==> config.mk <==
export PLATFORM = sky130hd
export DESIGN_NAME = au_issue_ctrl_flat
export DESIGN_NICKNAME = d
export VERILOG_FILES = /design/src/rtl/au_pkg.sv /design/src/rtl/au_issue_ctrl_if.sv /design/src/rtl/au_lat_cnt.sv /design/src/rtl/au_issue_ctrl.sv /design/src/flat_wrapper.sv
export SDC_FILE = /design/constraint.sdc
export NUM_CORES = 1
export LEC_CHECK = 0
export ABC_AREA = 0
export BUFFER_PORTS_ARGS = -buffer_cell sky130_fd_sc_hd__buf_2
export CORE_AREA = 2 2 131 133
export CTS_CLUSTER_SIZE = 25
export DETAILED_ROUTE_END_ITERATION = 10
export DIE_AREA = 0 0 133 135
export PLACE_DENSITY = 0.72
export SLEW_MARGIN = 20
export SYNTH_ARGS = -nofsm -noshare
export SYNTH_HDL_FRONTEND = slang
export SYNTH_SLANG_ARGS = --single-unit
==> constraint.sdc <==
create_clock -name clk -period 9.5 [get_ports clk]
set_input_delay 0.95 -clock clk [delete_from_list [all_inputs] [get_ports clk]]
set_output_delay 0.95 -clock clk [all_outputs]
set_load 0.01 [all_outputs]
==> src/rtl/au_pkg.sv <==
// Shared types and default latencies for the arithmetic-unit issue controller.
// Latency: n/a (types and constants only).
// Backpressure: n/a.
package au_pkg;

    localparam int AU_WIDTH      = 32;
    localparam int AU_ADD_CYCLES = 1;
    localparam int AU_MUL_CYCLES = 32;
    localparam int AU_DIV_CYCLES = 33;

    typedef enum logic [1:0] {
        AU_ADD  = 2'b00,
        AU_SUB  = 2'b01,
        AU_MULT = 2'b10,
        AU_DIV  = 2'b11
    } au_op_e;

    typedef enum logic [1:0] {
        IDLE = 2'd0,
        EXEC = 2'd1,
        RESP = 2'd2
    } au_state_e;

    // Largest of three latencies; sizes the latency counter.
    function automatic int au_max3(input int a, input int b, input int c);
        int m;
        m = (a > b) ? a : b;
        return (m > c) ? m : c;
    endfunction

endpackage

==> src/rtl/au_issue_ctrl_if.sv <==
// Bundles the request, AU-drive and response channels of the issue controller.
// Latency: n/a (wiring only).
// Backpressure: req_valid/req_ready and rsp_valid/rsp_ready handshakes.
// Modports: master = requester plus AU (drives req_*, rsp_ready, au results);
//           slave  = au_issue_ctrl (drives req_ready, au operands, rsp_*, busy).
interface au_issue_ctrl_if
    import au_pkg::*;
#(
    parameter int WIDTH = AU_WIDTH
);
    logic             req_valid;
    logic             req_ready;
    au_op_e           req_op;
    logic [WIDTH-1:0] req_a;
    logic [WIDTH-1:0] req_b;

    logic [WIDTH-1:0] au_a;
    logic [WIDTH-1:0] au_b;
    au_op_e           au_op;
    logic [WIDTH-1:0] au_s;
    logic [WIDTH-1:0] au_hi;
    logic [WIDTH-1:0] au_lo;
    logic             au_zero;

    logic             rsp_valid;
    logic             rsp_ready;
    logic [WIDTH-1:0] rsp_s;
    logic [WIDTH-1:0] rsp_hi;
    logic [WIDTH-1:0] rsp_lo;
    logic             rsp_zero;
    logic             rsp_div0;
    logic             busy;

    modport master (
        output req_valid, req_op, req_a, req_b, rsp_ready,
               au_s, au_hi, au_lo, au_zero,
        input  req_ready, au_a, au_b, au_op,
               rsp_valid, rsp_s, rsp_hi, rsp_lo, rsp_zero, rsp_div0, busy
    );

    modport slave (
        input  req_valid, req_op, req_a, req_b, rsp_ready,
               au_s, au_hi, au_lo, au_zero,
        output req_ready, au_a, au_b, au_op,
               rsp_valid, rsp_s, rsp_hi, rsp_lo, rsp_zero, rsp_div0, busy
    );
endinterface

==> src/rtl/au_lat_cnt.sv <==
// Loadable down-counter timing how long the AU operands have been held.
// Latency: load takes effect next cycle; done is combinational (en && count==0).
// Backpressure: none; counts only while en is high and saturates at zero.
// Ports: clk, rst_n (async, active-high), load/load_val, en, done.
module au_lat_cnt #(
    parameter int W = 7
) (
    input  logic         clk,
    input  logic         rst_n,
    input  logic         load,
    input  logic [W-1:0] load_val,
    input  logic         en,
    output logic         done
);
    logic [W-1:0] cnt_q;
    logic [W-1:0] cnt_d;

    always_comb begin
        cnt_d = cnt_q;
        if (load) begin
            cnt_d = load_val;
        end else if (en && (cnt_q != '0)) begin
            cnt_d = cnt_q - W'(1);
        end
    end

    always_ff @(posedge clk or posedge rst_n) begin
        if (rst_n) begin
            cnt_q <= '0;
        end else begin
            cnt_q <= cnt_d;
        end
    end

    assign done = en && (cnt_q == '0);

endmodule

==> src/rtl/au_issue_ctrl.sv <==
// Sequencer for the multi-cycle AU: accepts one op, holds AU operands for the op latency, returns s/hi/lo/zero.
// Latency: ADD/SUB rsp_valid at N+ADD_CYCLES+1, MULT at N+MUL_CYCLES+1, DIV at N+DIV_CYCLES+1 (accept in N).
// Backpressure: one op in flight; req_ready low in EXEC, follows rsp_ready in RESP (result handed back and a new op taken in the same cycle).
// Ports: clk, rst_n (async, active-high), io (au_issue_ctrl_if.slave: req_*, au_*, rsp_*, busy).
// Optional build macro AU_DIV0_TRAP_EN: DIV by zero answers next cycle with rsp_div0=1, hi=a, lo=all-ones,
// without touching the AU. Undefined: DIV by zero runs normally and rsp_div0 stays 0.
module au_issue_ctrl
    import au_pkg::*;
#(
    parameter int WIDTH      = AU_WIDTH,
    parameter int ADD_CYCLES = AU_ADD_CYCLES,
    parameter int MUL_CYCLES = AU_MUL_CYCLES,
    parameter int DIV_CYCLES = AU_DIV_CYCLES
) (
    input  logic           clk,
    input  logic           rst_n,
    au_issue_ctrl_if.slave io
);
    localparam int MAX_LAT = au_max3(ADD_CYCLES, MUL_CYCLES, DIV_CYCLES);
    localparam int CNT_W   = $clog2(MAX_LAT) + 1;

    // Counter is loaded with LAT-1 so that done fires in the LAT-th EXEC cycle.
    function automatic logic [CNT_W-1:0] lat_m1(input au_op_e op);
        case (op)
            AU_MULT: return CNT_W'(MUL_CYCLES - 1);
            AU_DIV:  return CNT_W'(DIV_CYCLES - 1);
            default: return CNT_W'(ADD_CYCLES - 1);
        endcase
    endfunction

    au_state_e        state_q, state_d;
    logic [WIDTH-1:0] au_a_q, au_a_d;
    logic [WIDTH-1:0] au_b_q, au_b_d;
    au_op_e           au_op_q, au_op_d;
    logic [WIDTH-1:0] rsp_s_q, rsp_s_d;
    logic [WIDTH-1:0] rsp_hi_q, rsp_hi_d;
    logic [WIDTH-1:0] rsp_lo_q, rsp_lo_d;
    logic             rsp_zero_q, rsp_zero_d;
    logic             rsp_div0_q, rsp_div0_d;
    logic             rsp_valid_q, rsp_valid_d;
    logic             busy_q, busy_d;

    logic             req_ready_w;
    logic             start;
    logic             div0_req;
    logic             cnt_load;
    logic             cnt_done;

    // Ready is held low for as long as reset is asserted so nothing is taken
    // while the flops are being cleared.
    assign req_ready_w = !rst_n &&
                         ((state_q == IDLE) || ((state_q == RESP) && io.rsp_ready));

`ifdef AU_DIV0_TRAP_EN
    assign div0_req = (io.req_op == AU_DIV) && (io.req_b == '0);
`else
    assign div0_req = 1'b0;
`endif

    always_comb begin
        state_d    = state_q;
        au_a_d     = au_a_q;
        au_b_d     = au_b_q;
        au_op_d    = au_op_q;
        rsp_s_d    = rsp_s_q;
        rsp_hi_d   = rsp_hi_q;
        rsp_lo_d   = rsp_lo_q;
        rsp_zero_d = rsp_zero_q;
        rsp_div0_d = rsp_div0_q;
        start      = 1'b0;
        cnt_load   = 1'b0;

        case (state_q)
            IDLE: start = io.req_valid;
            EXEC: begin
                if (cnt_done) begin
                    rsp_s_d    = io.au_s;
                    rsp_hi_d   = io.au_hi;
                    rsp_lo_d   = io.au_lo;
                    rsp_zero_d = io.au_zero;
                    rsp_div0_d = 1'b0;
                    state_d    = RESP;
                end
            end
            RESP: begin
                if (io.rsp_ready) begin
                    state_d = IDLE;
                    start   = io.req_valid;
                end
            end
            default: state_d = IDLE;
        endcase

        if (start) begin
            if (div0_req) begin
                // Trapped divide: answer directly, AU operands keep their old values.
                rsp_s_d    = '0;
                rsp_hi_d   = io.req_a;
                rsp_lo_d   = '1;
                rsp_zero_d = 1'b0;
                rsp_div0_d = 1'b1;
                state_d    = RESP;
            end else begin
                au_a_d   = io.req_a;
                au_b_d   = io.req_b;
                au_op_d  = io.req_op;
                cnt_load = 1'b1;
                state_d  = EXEC;
            end
        end

        rsp_valid_d = (state_d == RESP);
        busy_d      = (state_d != IDLE);
    end

    always_ff @(posedge clk or posedge rst_n) begin
        if (rst_n) begin
            state_q     <= IDLE;
            au_a_q      <= '0;
            au_b_q      <= '0;
            au_op_q     <= AU_ADD;
            rsp_s_q     <= '0;
            rsp_hi_q    <= '0;
            rsp_lo_q    <= '0;
            rsp_zero_q  <= 1'b0;
            rsp_div0_q  <= 1'b0;
            rsp_valid_q <= 1'b0;
            busy_q      <= 1'b0;
        end else begin
            state_q     <= state_d;
            au_a_q      <= au_a_d;
            au_b_q      <= au_b_d;
            au_op_q     <= au_op_d;
            rsp_s_q     <= rsp_s_d;
            rsp_hi_q    <= rsp_hi_d;
            rsp_lo_q    <= rsp_lo_d;
            rsp_zero_q  <= rsp_zero_d;
            rsp_div0_q  <= rsp_div0_d;
            rsp_valid_q <= rsp_valid_d;
            busy_q      <= busy_d;
        end
    end

    au_lat_cnt #(
        .W (CNT_W)
    ) u_lat_cnt (
        .clk      (clk),
        .rst_n    (rst_n),
        .load     (cnt_load),
        .load_val (lat_m1(io.req_op)),
        .en       (state_q == EXEC),
        .done     (cnt_done)
    );

    assign io.req_ready = req_ready_w;
    assign io.au_a      = au_a_q;
    assign io.au_b      = au_b_q;
    assign io.au_op     = au_op_q;
    assign io.rsp_valid = rsp_valid_q;
    assign io.rsp_s     = rsp_s_q;
    assign io.rsp_hi    = rsp_hi_q;
    assign io.rsp_lo    = rsp_lo_q;
    assign io.rsp_zero  = rsp_zero_q;
    assign io.rsp_div0  = rsp_div0_q;
    assign io.busy      = busy_q;

endmodule
==> src/flat_wrapper.sv <==
// flat-port wrapper written by rule: the top's interface ports become plain ports
module au_issue_ctrl_flat import au_pkg::*;
#(
    parameter int WIDTH      = AU_WIDTH,
    parameter int ADD_CYCLES = AU_ADD_CYCLES,
    parameter int MUL_CYCLES = AU_MUL_CYCLES,
    parameter int DIV_CYCLES = AU_DIV_CYCLES
)
  (clk, rst_n, io_req_valid, io_req_op, io_req_a, io_req_b, io_rsp_ready, io_au_s, io_au_hi, io_au_lo, io_au_zero, io_req_ready, io_au_a, io_au_b, io_au_op, io_rsp_valid, io_rsp_s, io_rsp_hi, io_rsp_lo, io_rsp_zero, io_rsp_div0, io_busy);
  au_issue_ctrl_if #(.WIDTH(WIDTH)) io_i ();
  input  logic clk;
  input  logic rst_n;
  input wire logic [$bits(io_i.req_valid)-1:0] io_req_valid;
  input wire logic [$bits(io_i.req_op)-1:0] io_req_op;
  input wire logic [$bits(io_i.req_a)-1:0] io_req_a;
  input wire logic [$bits(io_i.req_b)-1:0] io_req_b;
  input wire logic [$bits(io_i.rsp_ready)-1:0] io_rsp_ready;
  input wire logic [$bits(io_i.au_s)-1:0] io_au_s;
  input wire logic [$bits(io_i.au_hi)-1:0] io_au_hi;
  input wire logic [$bits(io_i.au_lo)-1:0] io_au_lo;
  input wire logic [$bits(io_i.au_zero)-1:0] io_au_zero;
  output wire logic [$bits(io_i.req_ready)-1:0] io_req_ready;
  output wire logic [$bits(io_i.au_a)-1:0] io_au_a;
  output wire logic [$bits(io_i.au_b)-1:0] io_au_b;
  output wire logic [$bits(io_i.au_op)-1:0] io_au_op;
  output wire logic [$bits(io_i.rsp_valid)-1:0] io_rsp_valid;
  output wire logic [$bits(io_i.rsp_s)-1:0] io_rsp_s;
  output wire logic [$bits(io_i.rsp_hi)-1:0] io_rsp_hi;
  output wire logic [$bits(io_i.rsp_lo)-1:0] io_rsp_lo;
  output wire logic [$bits(io_i.rsp_zero)-1:0] io_rsp_zero;
  output wire logic [$bits(io_i.rsp_div0)-1:0] io_rsp_div0;
  output wire logic [$bits(io_i.busy)-1:0] io_busy;
  assign io_i.req_valid = io_req_valid;
  assign io_i.req_op = io_req_op;
  assign io_i.req_a = io_req_a;
  assign io_i.req_b = io_req_b;
  assign io_i.rsp_ready = io_rsp_ready;
  assign io_i.au_s = io_au_s;
  assign io_i.au_hi = io_au_hi;
  assign io_i.au_lo = io_au_lo;
  assign io_i.au_zero = io_au_zero;
  assign io_req_ready = io_i.req_ready;
  assign io_au_a = io_i.au_a;
  assign io_au_b = io_i.au_b;
  assign io_au_op = io_i.au_op;
  assign io_rsp_valid = io_i.rsp_valid;
  assign io_rsp_s = io_i.rsp_s;
  assign io_rsp_hi = io_i.rsp_hi;
  assign io_rsp_lo = io_i.rsp_lo;
  assign io_rsp_zero = io_i.rsp_zero;
  assign io_rsp_div0 = io_i.rsp_div0;
  assign io_busy = io_i.busy;
  au_issue_ctrl #(.WIDTH(WIDTH), .ADD_CYCLES(ADD_CYCLES), .MUL_CYCLES(MUL_CYCLES), .DIV_CYCLES(DIV_CYCLES)) u_core (.clk(clk), .rst_n(rst_n), .io(io_i));
endmodule
==> run metrics, run 1 <==
critical setup path kind flop to flop; crit path capture type flop; WHS Endpoint u_core.io.au_b[5]; hpwl dp 12210 um; final hold violation count 0; Final Cycle Share 29.76%; total power 0.003102 W; Setup Skew 9.709 ps; Core Region 16410 um2; Net Sw Frac 34.21%; post-synthesis cell area 6691 um2; grt total ovfl 0; pwr dens 338.9 nW/um2; Yosys top cell by area dfrtp_1; ys async rst share 100.0%; Logic pwr share 34.8%; Vias per Instance 4.606; Initial Util 40.78%; # rows 47; clock buffer depth 2; ANT nets after route 0; Die Height 135 um; Syn Area/Cell 12.21 um2; R2R setup slack 6670 ps; endpoints failing setup 0; synth top area cells dfrtp_1 (65%), mux2_2 (15%), nand2_1 (11%); Slowest-stage cell, CP buf_4; commonest non-fill, non-tap cell in the layout buf_2; chip width 133 um; DRC 0; critical path data arrival time 3130 ps; sequential share of power 41.9%; Max-cap violations 0; CTS buffer count 17; peak supply drop 0.0001358 V; Mapped Nets 717; Reg2Reg Depth 7; H-tree depth 4; FF-to-FF Start u_core.u_lat_cnt.cnt_q[0]; Mapped Cells 548; Initial DRC Count 205; Pre-antenna DRT Iters 4; clock share of power 23.2%; commonest cells after routing, fill and taps aside buf_2 (332), nand2_1 (197), dfrtp_1 (174); Clock Tree Root clkbuf_16; Cell variety after synth 32; number of synthesized flops with an enable pin 0; area delta synth->final 36.76%; Nets 1044; share of cells above drive strength 1 53.27%; Syn. warnings 0; overall routing resource usage 18.90%; Startpoint Class flop; uppermost routed layer met4; Placer Congestion 0.7706; Period minus WS final 2827 ps; Worst Path Max Fanout 65; #FFs+latches synth 174; vias 5117; clock sinks 174; drt wl/cell 15.33 um; Worst Max-Slew Pin Slew 960.8 ps; postcts setup bufs 0; WL met2 8090 um; Top Ports 334; Final TNS setup 0 ps; internal power 0.002041 W; vias in the first global route 5200; Seq/Total Area, Yosys 65.07%; status complete, no violations; first-pass GRT wire length 26430 um; P_sw 0.001061 W; clock insertion delay at the later pin of the skew report 420 ps; met3 WL post-DR 1597 um; origin of the worst min-delay path u_core.io.au_b[5]; maximum clock frequency 353.7 MHz; crit-path cells inv_1 -> ha_1 -> nor3b_2 -> and2_2 -> nand3b_4 -> buf_4 -> mux2_2; FF-to-FF End u_core.io.rsp_hi[5]; Reg clk slew, reported paths 70 ps; port bufs 332; Worst Hold Class flop to flop; largest net degree at the start of global routing 107; antenna violations before repair 3; Worst Hold Path Cells 2; drt total wl 17040 um; max-slew violations 0; RSZ-0062 raised after global routing false; Rel. slew slack 35.95%; Synth top area share 65.07%; WP data required 9800 ps; leakage 4.879 nW; cts hold-fix bufs 0; slowest cell delay on critical path 760 ps; Die ar. 17960 um2; CTS tree done; Top FF cell, synth dfrtp_1; Resize count post-CTS 0; metal1 wirelength 7033 um
[power groups by stage]
stage               sequential [W]  combinational, W  clock, W
floorplan                  0.00147          0.000422         0
finish                     0.00130           0.00108  0.000721
global placement           0.00130           0.00107         0
CTS                        0.00130           0.00110  0.000736
global route               0.00135           0.00118  0.000772
detailed placement         0.00130           0.00111         0
[flip-flops by register name, summed over array words and instances, names as in the netlist]
name / cells
u_core.io.rsp_hi: 32
u_core.io.busy: 1
u_core.io.rsp_s: 32
u_core.io.au_op: 2
u_core.io.rsp_lo: 32
u_core.io.rsp_valid: 1
u_core.io.au_a: 32
u_core.u_lat_cnt.cnt_q: 7
u_core.state_q: 2
u_core.io.au_b: 32
u_core.io.rsp_zero: 1
[worst max-delay path by stage]
stage,start,end,slack [ps],cells past startpoint
after CTS,u_core.u_lat_cnt.cnt_q[0],u_core.io.rsp_hi[5],6660,7
after global placement,u_core.u_lat_cnt.cnt_q[0],u_core.io.rsp_hi[28],6700,7
after detailed placement,u_core.u_lat_cnt.cnt_q[0],u_core.io.rsp_s[12],6670,7
after floorplan,rst_n,u_core.io.au_a[0],3830,1
after global routing,u_core.u_lat_cnt.cnt_q[0],u_core.io.rsp_s[24],6490,7
final,u_core.u_lat_cnt.cnt_q[0],u_core.io.rsp_hi[5],6670,7
[cell type report]
| class | count | area (um2) |
|---|---|---|
| fillers | 1403 | 7256 |
| clock buffers | 20 | 466.7 |
| repair buffers | 336 | 1692 |
| well taps | 220 | 275.3 |
| inverters | 5 | 23.77 |
| diodes | 3 | 7.507 |
| multi-input cells | 341 | 2186 |
| clock inverters | 12 | 146.4 |
| flip-flops and latches | 174 | 4354 |
[synth_stat cells (5+ instances only)]
master and instances:
a21oi_1 8, nand2_1 198, dfrtp_1 174, inv_1 5
o21ai_0 5, mux2_2 89, buf_2 11, mux2_4 8
clkbuf_1 10
[metrics by stage]
stage | hold slack [ps] | utilization [%] | std cells | cell area (um2) | worst slack [ps]
2_1_floorplan | 511.3 | - | 548 | 6691 | 3833
3_3_place_gp | 453.7 | 51.99 | 1076 | 8531 | 6695
3_5_place_dp | 457.7 | 51.99 | 1076 | 8531 | 6669
4_1_cts | 474.2 | 55.73 | 1108 | 9144 | 6659
5_1_grt | 482.6 | 55.76 | 1110 | 9149 | 6490
6_report | 467.5 | 55.78 | 1111 | 9151 | 6673
[metal layers]
metal,vias up,GRT usage [%]
met5,-,0
met4,0,7.348
met2,237,29.99
met3,20,7.207
met1,2421,23.53
li1,2439,-
[cell families after synthesis]
group / share of synthesized area (%)
flip-flops: 65.07
adder cells (fa/ha/maj): 0.3739
AND/OR/NAND/NOR: 13.39
multiplexers: 17.22
buffers and inverters: 2.450
AO/OA/AOI/OAI: 1.309
XOR/XNOR: 0.1309
other: 0.05604
[worst max-delay path, delay by kind of cell (launching register included)]
family	cells	cell delay, ps
fa+ha+maj	1	230
mux	1	420
flops	1	400
buf+inv	2	840
simple gates	3	780
Power figures use the tool's default switching activity.
==> inputs of run 2 (changes only) <==
--- a/config.mk
+++ b/config.mk
@@ -7,11 +7,11 @@
 export LEC_CHECK = 0
 export ABC_AREA = 0
 export BUFFER_PORTS_ARGS = -buffer_cell sky130_fd_sc_hd__buf_2
-export CORE_AREA = 2 2 131 133
+export CORE_MARGIN = 2
+export CORE_UTILIZATION = 41
 export CTS_CLUSTER_SIZE = 25
 export DETAILED_ROUTE_END_ITERATION = 10
-export DIE_AREA = 0 0 133 135
-export PLACE_DENSITY = 0.72
+export PLACE_DENSITY = 0.76
 export SLEW_MARGIN = 20
 export SYNTH_ARGS = -nofsm -noshare
 export SYNTH_HDL_FRONTEND = slang
==> constraint.sdc (replaced) <==
create_clock -name clk -period 2.28 [get_ports clk]
set_input_delay 0.228 -clock clk [delete_from_list [all_inputs] [get_ports clk]]
set_output_delay 0.228 -clock clk [all_outputs]
set_load 0.01 [all_outputs]
==> run 2 against run 1 <==
Effect of this change:
- global-route usage grew 2.6 points
- worst hold slack lost 450 ps
- critical endpoint is now u_core.io.rsp_lo[19]
- critical path depth is the same
- wire length grew 7.7%
==> run metrics, run 2 (same netlist as run 1, synthesis figures left out) <==
Max-cap violations 0 (unchanged); Die Height 131.8 um (-2.4%); crit-path cells inv_1 -> ha_1 -> nor3b_2 -> and2_2 -> nand3b_4 -> buf_12 -> mux2_2; port bufs 332 (unchanged); commonest non-fill, non-tap cell in the layout buf_2; commonest cells after routing, fill and taps aside buf_2 (332), nand2_1 (197), dfrtp_1 (174); Setup Skew 12.75 ps (+3.039 ps); dpl cell area 8660 um2 (+1.5%); Nets 1102 (+5.6%); clock insertion delay at the later pin of the skew report 420 ps (about the same); share of cells above drive strength 1 50.53% (-2.7 points); vias in the first global route 5535 (+6.4%); Reg2Reg Depth 7 (unchanged); ANT nets after route 0 (unchanged); Die ar. 17360 um2 (-3.3%); Period minus WS final 2029 ps (-798.3 ps); clock share of power 20.5% (-2.7 points); Clock Tree Root clkbuf_16; clock sinks 174 (unchanged); Vias per Instance 4.696 (+2.0%); max-slew violations 0 (unchanged); drt total wl 18350 um (+7.7%); critical setup path kind flop to flop; Startpoint Class flop; # rows 46 (-2.1%); final instance area 9683 um2 (+5.8%); internal power 0.008307 W (+310%); Final Non-Filler Cells 1159 (+4.3%); first-pass GRT wire length 29200 um (+10%); critical path data arrival time 2330 ps (-800 ps); Placer Congestion 0.7806 (+1.3%); clock buffer depth 2 (unchanged); H-tree depth 4 (unchanged); pwr dens 1310 nW/um2 (+290%); Core Region 15940 um2 (-2.8%); sequential cell area 4354 um2 (unchanged); Slowest-stage cell, CP dfrtp_1; peak supply drop 0.0006235 V (+360%); fill count 1258 (-10%); R2R setup slack 250 ps (-6420 ps); final hold violation count 0 (unchanged); final worst slack 251.3 ps (-6422 ps); Worst Hold Class input pin to flop; Pre-antenna DRT Iters 4 (unchanged); pre-CTS setup slack 252.6 ps (-6416 ps); Initial Util 41.97% (+1.2 points); Multi-input gate area 2186 um2 (unchanged); overall routing resource usage 21.46% (+2.6 points); Net Sw Frac 34.52% (+0.31 points); Final Cycle Share 88.98% (+59 points); Final TNS setup 0 ps (unchanged); slowest cell delay on critical path 400 ps (-360 ps); crit path capture type flop; Final Hold Slack 16.48 ps (-451.0 ps); antenna violations before repair 1 (-2); Logic pwr share 36.8% (+2.0 points); leakage 5.105 nW (+4.6%); hpwl dp 12980 um (+6.3%); dpl cells 1080 (+0.37%); status complete, no violations; Top Ports 334 (unchanged); largest net degree at the start of global routing 80 (-25%); drt wl/cell 15.83 um (+3.2%); P_sw 0.004379 W (+310%); CTS tree done; maximum clock frequency 492.9 MHz (+39%); postcts setup bufs 0 (unchanged); Reg clk slew, reported paths 60 ps (about the same); vias 5443 (+6.4%); grt total ovfl 0 (unchanged); endpoints failing setup 0 (unchanged); CTS buffer count 17 (unchanged); Worst Path Max Fanout 30 (-54%); chip width 131.8 um (-0.94%); DRC 0 (unchanged); WP data required 2580 ps (-7220 ps); sequential share of power 42.8% (+0.9 points); Initial DRC Count 240 (+17%); Worst Hold Path Cells 3 (+1); area delta synth->final 44.71%; RSZ-0062 raised after global routing false
[run 2: cell types whose count changed in the layout (fill, tap and decap cells not counted), moves of 2 or more]
cell	previous run	this run
buf_12	0	6
buf_4	4	6
dlygate4sd3_1	0	50
diode_2	3	1
inv_8	2	0
clkinv_4	1	4
bufinv_16	2	0
inv_6	5	1
[run 2: power by group through the flow]
stage               clock network (W)  registers (W)  logic, W
global route                  0.00280        0.00562   0.00508
CTS                           0.00265        0.00542   0.00473
floorplan                           0        0.00611   0.00176
detailed placement                  0        0.00543   0.00467
finish                        0.00260        0.00543   0.00466
global placement                    0        0.00539   0.00451
[run 2: stage by stage]
| stage | util, % | power (W) |
|---|---|---|
| after CTS | 60.72 | 0.01280 |
| after detailed placement | 54.32 | 0.01010 |
| after global routing | 60.72 | 0.01350 |
| final | 60.74 | 0.01269 |
| after floorplan | - | 0.007868 |
| after global placement | 54.32 | 0.009896 |
[run 2: final timing paths]
kind                                         to                 startpoint
max                        u_core.io.rsp_lo[19]  u_core.u_lat_cnt.cnt_q[0]
min                           u_core.io.au_b[1]                io_req_b[1]
max reg2reg                u_core.io.rsp_lo[19]  u_core.u_lat_cnt.cnt_q[0]
min reg2reg                  u_core.io.au_a[26]         u_core.io.au_a[26]
max in group asynchronous    u_core.io.au_a[25]                      rst_n
min in group asynchronous   u_core.io.rsp_valid                      rst_n
[run 2: layout make-up]
type                       count  area share (%)
antenna                        1         0.02584
clock buffer                  20           4.716
clock inverter                 8          0.6590
inverter                       5          0.2326
multi-input combinational    341           22.57
sequential                   174           44.97
tap                          216           2.791
timing repair buffer         394           24.03
[run 2: what timing repair did]
action,4_1_cts,5_1_grt
setup endpoints to repair,0,0
endpoints found under the hold margin,53,0
resized for setup,0,0
hold buffers,50,0
[run 2: critical path: cells and delay by family, from the launching register on]
kind	cells	cell delay (ps)
flops	1	400
mux	1	360
buf+inv	2	310
simple gates	3	580
fa+ha+maj	1	240
[run 2: routing by layer]
layer,global-route usage (%),vias up,part of all wire [%]
li1,-,2559,-
met1,25.73,2573,39
met2,36.18,268,50
met3,5.652,43,7.0
met4,10.27,0,3.7
met5,0,-,0
